### config.mk
export PLATFORM = sky130hd
export DESIGN_NAME = ctrl_pipe
export DESIGN_NICKNAME = d
export VERILOG_FILES = /design/src/rtl/ctrl_pipe_pkg.sv /design/src/rtl/pipe_stage_reg.sv /design/src/rtl/ctrl_pipe.sv
export SDC_FILE = /design/constraint.sdc
export NUM_CORES = 1
export LEC_CHECK = 0
export ABC_CLOCK_PERIOD_IN_PS = 2600
export BUFFER_PORTS_ARGS = -buffer_cell sky130_fd_sc_hd__buf_2
export CORE_MARGIN = 10
export CORE_UTILIZATION = 48
export DETAILED_ROUTE_END_ITERATION = 12
export PLACE_DENSITY_LB_ADDON = 0.05
export SYNTH_ARGS = -nofsm -noshare
export SYNTH_HDL_FRONTEND = slang
export SYNTH_SLANG_ARGS = --single-unit
### constraint.sdc
create_clock -name clk -period 2.6 [get_ports clk]
set_input_delay 0.13 -clock clk [delete_from_list [all_inputs] [get_ports clk]]
set_output_delay 0.13 -clock clk [all_outputs]
set_load 0.02 [all_outputs]
### src/rtl/ctrl_pipe_pkg.sv
// Shared definitions for the E/M/W control pipeline: result-mux and ALU
// encodings, default register-address width, and the per-stage control
// bundles together with their bubble (all-zero, non-writing) values.
package ctrl_pipe_pkg;

  localparam int REG_AW_DEF = 5;

  // Result mux select
  localparam logic [1:0] RES_ALU = 2'b00;
  localparam logic [1:0] RES_MEM = 2'b01;
  localparam logic [1:0] RES_PC4 = 2'b10;

  // ALU operation select
  localparam logic [2:0] ALU_ADD = 3'b000;
  localparam logic [2:0] ALU_SUB = 3'b001;
  localparam logic [2:0] ALU_AND = 3'b010;
  localparam logic [2:0] ALU_OR  = 3'b011;
  localparam logic [2:0] ALU_SLT = 3'b101;

  typedef struct packed {
    logic       valid;
    logic       reg_write;
    logic       mem_write;
    logic       jump;
    logic       branch;
    logic       alu_src;
    logic [1:0] result_src;
    logic [2:0] alu_control;
  } e_ctrl_t;

  typedef struct packed {
    logic       valid;
    logic       reg_write;
    logic       mem_write;
    logic [1:0] result_src;
  } m_ctrl_t;

  typedef struct packed {
    logic       valid;
    logic       reg_write;
    logic [1:0] result_src;
  } w_ctrl_t;

  // A bubble carries no instruction and never writes anything.
  localparam e_ctrl_t E_BUBBLE = '0;
  localparam m_ctrl_t M_BUBBLE = '0;
  localparam w_ctrl_t W_BUBBLE = '0;

endpackage

### src/rtl/pipe_stage_reg.sv
// Generic pipeline register with async reset, enable and synchronous clear.
// Clear has priority over enable so a squash always beats a hold.
// One cycle latency; holds its contents while enable is low.
module pipe_stage_reg #(
  parameter int W = 8
) (
  input  logic         clk,
  input  logic         rst,
  input  logic         en,
  input  logic         clr,
  input  logic [W-1:0] d,
  output logic [W-1:0] q
);

  // Stage register: reset, then clear (bubble), then load when enabled.
  always_ff @(posedge clk or posedge rst) begin
    if (rst)      q <= '0;
    else if (clr) q <= '0;
    else if (en)  q <= d;
  end

endmodule

### src/rtl/ctrl_pipe.sv
// Carries decoded control/register fields through E, M, W; derives PCSrcE.
// One cycle per stage (D->E 1 edge, ->M 2, ->W 3); InstRet counts W retires.
// StallE holds E and injects a bubble into M; FlushE squashes E and wins.
module ctrl_pipe
  import ctrl_pipe_pkg::*;
#(
  parameter int REG_AW = REG_AW_DEF,
  parameter int CNT_W  = 32
) (
  input  logic              clk,
  input  logic              reset,
  input  logic              ValidD,
  input  logic              RegWriteD,
  input  logic              MemWriteD,
  input  logic              JumpD,
  input  logic              BranchD,
  input  logic              ALUSrcD,
  input  logic [1:0]        ResultSrcD,
  input  logic [2:0]        ALUControlD,
  input  logic [REG_AW-1:0] Rs1D,
  input  logic [REG_AW-1:0] Rs2D,
  input  logic [REG_AW-1:0] RdD,
  input  logic              FlushE,
  input  logic              StallE,
  input  logic              ZeroE,
  output logic              RegWriteE,
  output logic              MemWriteE,
  output logic              JumpE,
  output logic              BranchE,
  output logic              ALUSrcE,
  output logic [1:0]        ResultSrcE,
  output logic [2:0]        ALUControlE,
  output logic [REG_AW-1:0] Rs1E,
  output logic [REG_AW-1:0] Rs2E,
  output logic [REG_AW-1:0] RdE,
  output logic              PCSrcE,
  output logic              RegWriteM,
  output logic              MemWriteM,
  output logic [1:0]        ResultSrcM,
  output logic [REG_AW-1:0] RdM,
  output logic              RegWriteW,
  output logic [1:0]        ResultSrcW,
  output logic [REG_AW-1:0] RdW,
  output logic              ValidE,
  output logic              ValidM,
  output logic              ValidW,
  output logic [CNT_W-1:0]  InstRet
);

  localparam int EW = $bits(e_ctrl_t) + 3 * REG_AW;
  localparam int MW = $bits(m_ctrl_t) + REG_AW;
  localparam int WW = $bits(w_ctrl_t) + REG_AW;

  e_ctrl_t           e_ctrl_d, e_ctrl_q;
  m_ctrl_t           m_ctrl_d, m_ctrl_q;
  w_ctrl_t           w_ctrl_d, w_ctrl_q;
  logic [REG_AW-1:0] rs1_d, rs2_d, rd_d;
  logic [EW-1:0]     e_d, e_q;
  logic [MW-1:0]     m_d, m_q;
  logic [WW-1:0]     w_d, w_q;

  // An invalid D slot enters E as a full bubble, addresses included, so the
  // hazard unit never sees stale register numbers from a dead slot.
  assign e_ctrl_d = ValidD ? '{valid:       1'b1,
                               reg_write:   RegWriteD,
                               mem_write:   MemWriteD,
                               jump:        JumpD,
                               branch:      BranchD,
                               alu_src:     ALUSrcD,
                               result_src:  ResultSrcD,
                               alu_control: ALUControlD}
                           : E_BUBBLE;
  assign rs1_d = ValidD ? Rs1D : '0;
  assign rs2_d = ValidD ? Rs2D : '0;
  assign rd_d  = ValidD ? RdD  : '0;
  assign e_d   = {e_ctrl_d, rs1_d, rs2_d, rd_d};

  // Flush clears E even when a stall is requested at the same time.
  pipe_stage_reg #(.W(EW)) u_e_reg (
    .clk (clk),
    .rst (reset),
    .en  (~StallE),
    .clr (FlushE),
    .d   (e_d),
    .q   (e_q)
  );

  assign {e_ctrl_q, Rs1E, Rs2E, RdE} = e_q;
  assign ValidE      = e_ctrl_q.valid;
  assign RegWriteE   = e_ctrl_q.reg_write;
  assign MemWriteE   = e_ctrl_q.mem_write;
  assign JumpE       = e_ctrl_q.jump;
  assign BranchE     = e_ctrl_q.branch;
  assign ALUSrcE     = e_ctrl_q.alu_src;
  assign ResultSrcE  = e_ctrl_q.result_src;
  assign ALUControlE = e_ctrl_q.alu_control;

  // Redirect only for a live instruction in E.
  assign PCSrcE = e_ctrl_q.valid & ((e_ctrl_q.branch & ZeroE) | e_ctrl_q.jump);

  assign m_ctrl_d = '{valid:      e_ctrl_q.valid,
                      reg_write:  e_ctrl_q.reg_write,
                      mem_write:  e_ctrl_q.mem_write,
                      result_src: e_ctrl_q.result_src};
  assign m_d = {m_ctrl_d, RdE};

  // While E holds (stall, with or without flush) the instruction in E must
  // not also advance into M, so M takes a bubble instead.
  pipe_stage_reg #(.W(MW)) u_m_reg (
    .clk (clk),
    .rst (reset),
    .en  (1'b1),
    .clr (StallE),
    .d   (m_d),
    .q   (m_q)
  );

  assign {m_ctrl_q, RdM} = m_q;
  assign ValidM     = m_ctrl_q.valid;
  assign RegWriteM  = m_ctrl_q.reg_write;
  assign MemWriteM  = m_ctrl_q.mem_write;
  assign ResultSrcM = m_ctrl_q.result_src;

  assign w_ctrl_d = '{valid:      m_ctrl_q.valid,
                      reg_write:  m_ctrl_q.reg_write,
                      result_src: m_ctrl_q.result_src};
  assign w_d = {w_ctrl_d, RdM};

  pipe_stage_reg #(.W(WW)) u_w_reg (
    .clk (clk),
    .rst (reset),
    .en  (1'b1),
    .clr (1'b0),
    .d   (w_d),
    .q   (w_q)
  );

  assign {w_ctrl_q, RdW} = w_q;
  assign ValidW     = w_ctrl_q.valid;
  assign RegWriteW  = w_ctrl_q.reg_write;
  assign ResultSrcW = w_ctrl_q.result_src;

  // Count each instruction as it leaves W; wraps silently.
  always_ff @(posedge clk or posedge reset) begin
    if (reset)       InstRet <= '0;
    else if (ValidW) InstRet <= InstRet + CNT_W'(1);
  end

endmodule
-- Yosys cells after proc, flatten, opt, wreduce, memory -nomap -nowiden
Index checks and enable logic that the tools add are counted.
- flip-flop bits (word level): 77
- input port bits: 31
- word-level logic and storage cells: 16
- add/sub/neg operators: 1
- eq/ne operators: 1
- mux-type cells: 7
- bitwise operators: 3
- operators by type and width (operator ; count):
    $mux 26 ; 2
    $add 32x1->32 const B ; 1
    $mux 5 ; 3
    $mux 11 ; 1
    $mux 10 ; 1
    $and 1x1->1 ; 2
    $ne 2x2->1 const B ; 1
    $or 1x1->1 ; 1

-- Depth between registers and ports, before layout
- depth after elaboration: 3
- mapped depth: 5
- gate-level depth less buffers: 5

-- Cells and area by module
From an unflattened synthesis, not the netlist that was laid out.
- cell total of the unflattened synthesis: 301
- area total of the unflattened synthesis: 3482.1 um2
- by module, submodules not included (module ; times used ; cells each ; area an instance (um2) ; seq. area each (um2)):
    ctrl_pipe ; 1 ; 153 ; 1630.3 ; 800.8
    pipe_stage_reg at u_e_reg ; 1 ; 85 ; 1077.3 ; 650.6
    pipe_stage_reg at u_m_reg ; 1 ; 33 ; 406.6 ; 250.2
    pipe_stage_reg at u_w_reg ; 1 ; 30 ; 367.9 ; 225.2

-- Worst setup path before layout
No wires, ideal clock.
- path type: register -> register
- start: register u_w_reg.q[8]
- end: register InstRet[27]
- setup time: 0.130 ns
- data arrival time: 1.523 ns
- data required time: 2.470 ns
- slack: 0.946 ns
- cell stages (with the launch flop): 5
- buffers on the path: 0
- cell sequence: dfrtp_1 > nand4_2 > nor4_4 > nand4_1 > xnor2_1
- RTL lines (what ; RTL line ; text):
    start: declaration ; pipe_stage_reg.sv:12 ; output logic [W-1:0] q
    start signal: assignment ; pipe_stage_reg.sv:17 ; if (rst) q <= '0;
    start signal: assignment ; pipe_stage_reg.sv:18 ; else if (clr) q <= '0;
    start signal: assignment ; pipe_stage_reg.sv:19 ; else if (en) q <= d;
    end signal: assignment ; ctrl_pipe.sv:146 ; else if (ValidW) InstRet <= InstRet + CNT_W'(1);
    end: declaration ; ctrl_pipe.sv:47 ; output logic [CNT_W-1:0] InstRet

==> flow_metrics.env <==
export IMPL_finalCritPeriodShare=0.647
export IMPL_yosys_warnings=0
export IMPL_ant_nets=0
export IMPL_cts_sinks=77
export IMPL_syn_to_final_growth_pct=36.3
export IMPL_finalMaxSlewViolations=0
export IMPL_cts_resized=0
export IMPL_max_slew_margin=0.672
export IMPL_worst_pin_slew_ps=488
export IMPL_final_setup_tns_ps=0
export IMPL_firstDrtPassIters=4
export IMPL_vias=2126
export IMPL_ys_seq_area_frac=0.661
export IMPL_power_density_nw_per_um2=645
export IMPL_io_pins=109
export IMPL_rsz0062_at_grt="false"
export IMPL_cts_setup_buffers=0
export IMPL_coreArea_um2=5920
export IMPL_diodes=0
export IMPL_clockBufferDepth=2
export IMPL_antenna_found_initial=0
export IMPL_wirelength_um=6870
export IMPL_leakagePower_nw=2.19
export IMPL_start_util=0.493
export IMPL_crit_buf_inv=0
export IMPL_h_tree_depth=3
export IMPL_hold_ws_ps=14.0
export IMPL_routedWlPerCell_um=16.0
export IMPL_die_y_um=98.0
export IMPL_period_needed_ps=1680
export IMPL_hp_class="in -> reg"
export IMPL_critical_path_class="reg -> reg"
export IMPL_dpl_cell_area_um2=3580
export IMPL_most_common_layout_cells="buf_2, dfrtp_1, a22o_1"
export IMPL_design_area_um2=3970
export IMPL_gp_congestion=0.745
export IMPL_syn_nets=246
export IMPL_worstPathRequired_ps=2830
export IMPL_vias_per_cell=4.94
export IMPL_grt_max_degree=42
export IMPL_critical_path_cell_chain="nand4_2 -> nor4_4 -> nand4_1 -> xnor2_1"
export IMPL_ir_drop_uv=360
export IMPL_avgSynthCellArea_um2=13.6
export IMPL_netlist_area_um2=2920
export IMPL_final_common_cell="buf_2"
export IMPL_critical_path_arrival_ps=1910
export IMPL_drive_gt1_frac=0.386
export IMPL_final_hold_violation_count=0
export IMPL_dp_hpwl_um=5030
export IMPL_clk_pin_slew_ps=80
export IMPL_netlist_instances=214
export IMPL_row_count=28
export IMPL_die_area_um2=9590
export IMPL_grt_pass1_wl_um=11200
export IMPL_io_buffers=108
export IMPL_fp_dieW_um=98.0
export IMPL_dpl_cell_count=396
export IMPL_cp_top_family="simple AND/OR/NAND/NOR gates"
export IMPL_cts_tree="built"
export IMPL_skew_ps=7.48
export IMPL_endpoint_kind="flip-flop"
export IMPL_status="finished, final reports clean"
export IMPL_cp_max_fo=9
export IMPL_fmax_mhz=594
export IMPL_clock_latency_ps=330
export IMPL_drt_iter0_drc=76
export IMPL_fillCellCount=450
export IMPL_cp_start_kind="flip-flop"
export IMPL_ys_ff_latch=77
export IMPL_first_global_vias=2232
export IMPL_grt_ovfl_total=0
export IMPL_slowest_stage="nor4_4"
export IMPL_ys_types=22
export IMPL_critical_path_max_stage_delay_ps=550
export IMPL_finalSetupViolations=0
export IMPL_final_nets=382
export IMPL_drv_cap=0
export IMPL_drc=0
export IMPL_grt_use_total=0.141
export IMPL_finalNonFillerCells=430
export IMPL_setup_ws_ps=917
export IMPL_cts_buffers=9
export IMPL_clock_root_buffer="clkbuf_8"
export IMPL_pre_cts_ws_ps=894
-- report_power, final --
part           internal [W]  total (W)  switching [W]
logic              0.000118   0.000285       0.000167
clock network      0.000539   0.000971       0.000432
registers           0.00125    0.00131      0.0000572
-- area by class of cell --
type | count | area, um^2 | area share
multi-input combinational | 130 | 963 | 0.242
clock buffer | 10 | 128 | 0.0321
sequential | 77 | 1930 | 0.485
timing repair buffer | 131 | 771 | 0.194
clock inverter | 6 | 87.6 | 0.0220
tap | 75 | 93.8 | 0.0236
inverter | 1 | 3.75 | 0.000945
-- registers in the layout, summed over array words and instances, names as in the netlist --
name,flops
u_m_reg.q,10
InstRet,32
u_e_reg.q,26
u_w_reg.q,9
-- stage by stage --
stage | utilization | total power, W
2_1_floorplan | - | 0.00148
3_3_place_gp | 0.604 | 0.00159
3_5_place_dp | 0.604 | 0.00160
4_1_cts | 0.669 | 0.00260
5_1_grt | 0.671 | 0.00267
6_report | 0.671 | 0.00256
-- what timing repair did --
action	in CTS	in global routing
hold endpoints to repair	29	1
hold buffers	17	1
setup endpoints to repair	0	0
-- kinds of logic (layout without fill, tap and decap cells) --
logic type                 count (synthesis)  count (layout)  share of synthesized area
DFF                                       77              77                      0.661
and+or+nand+nor                           70              70                      0.150
xor gates and xnor gates                  31              31                     0.0931
AOI/OAI and AO/OA                         27              27                     0.0794
buffers and inverters                      7             148                    0.00901
adders and majority gates                  1               1                    0.00429
muxes                                      1               1                    0.00386
-- layer usage --
layer,vias to the layer above,part of all wire,GRT usage
met2,72,0.49,0.224
met3,9,0.087,0.0571
met4,0,0.012,0.0604
li1,1025,-,-
met5,-,0,0
met1,1020,0.41,0.164
-- synthesized netlist by cell type --
library cell,instances,area share
clkbuf_1,6,0.0077
and4_1,2,0.0060
nor2_1,6,0.0077
ha_1,1,0.0043
nor3b_2,1,0.0043
a21oi_1,1,0.0017
nand3_1,11,0.019
or2_2,1,0.0021
nand4_2,3,0.013
and3_1,7,0.015
nand4_1,9,0.019
dfrtp_1,77,0.66
inv_1,1,0.0013
nor3_1,2,0.0034
nand2_1,12,0.015
nor2b_1,14,0.030
xnor2_1,22,0.066
nor4_4,2,0.015
a21o_1,1,0.0026
mux2_2,1,0.0039
xor2_1,9,0.027
a22o_1,25,0.075
-- worst reg2reg max path: stages, from the launching register on --
cell and delay, ps:
dfrtp_1 480, nand4_2 200, nor4_4 550, nand4_1 190, xnor2_1 160
-- path summary, 6_finish.rpt --
check                                             from                   endpoint  slack, ps  cells after the start
worst max-delay path            u_w_reg.q[8]$_DFF_PP0_    InstRet[25]$_DFFE_PP0P_        920                      4
worst min-delay path                           ALUSrcD  u_e_reg.q[20]$_DFFE_PP0P_         10                      2
worst max register to register  u_w_reg.q[8]$_DFF_PP0_    InstRet[25]$_DFFE_PP0P_        920                      4
worst min register to register  u_m_reg.q[3]$_DFF_PP0_     u_w_reg.q[3]$_DFF_PP0_        370                      0
max in group asynchronous                        reset    InstRet[21]$_DFFE_PP0P_       1670                      4
min in group asynchronous                        reset  u_e_reg.q[10]$_DFFE_PP0P_        300                      3
Note: power is estimated with default switching activity, not from simulation.
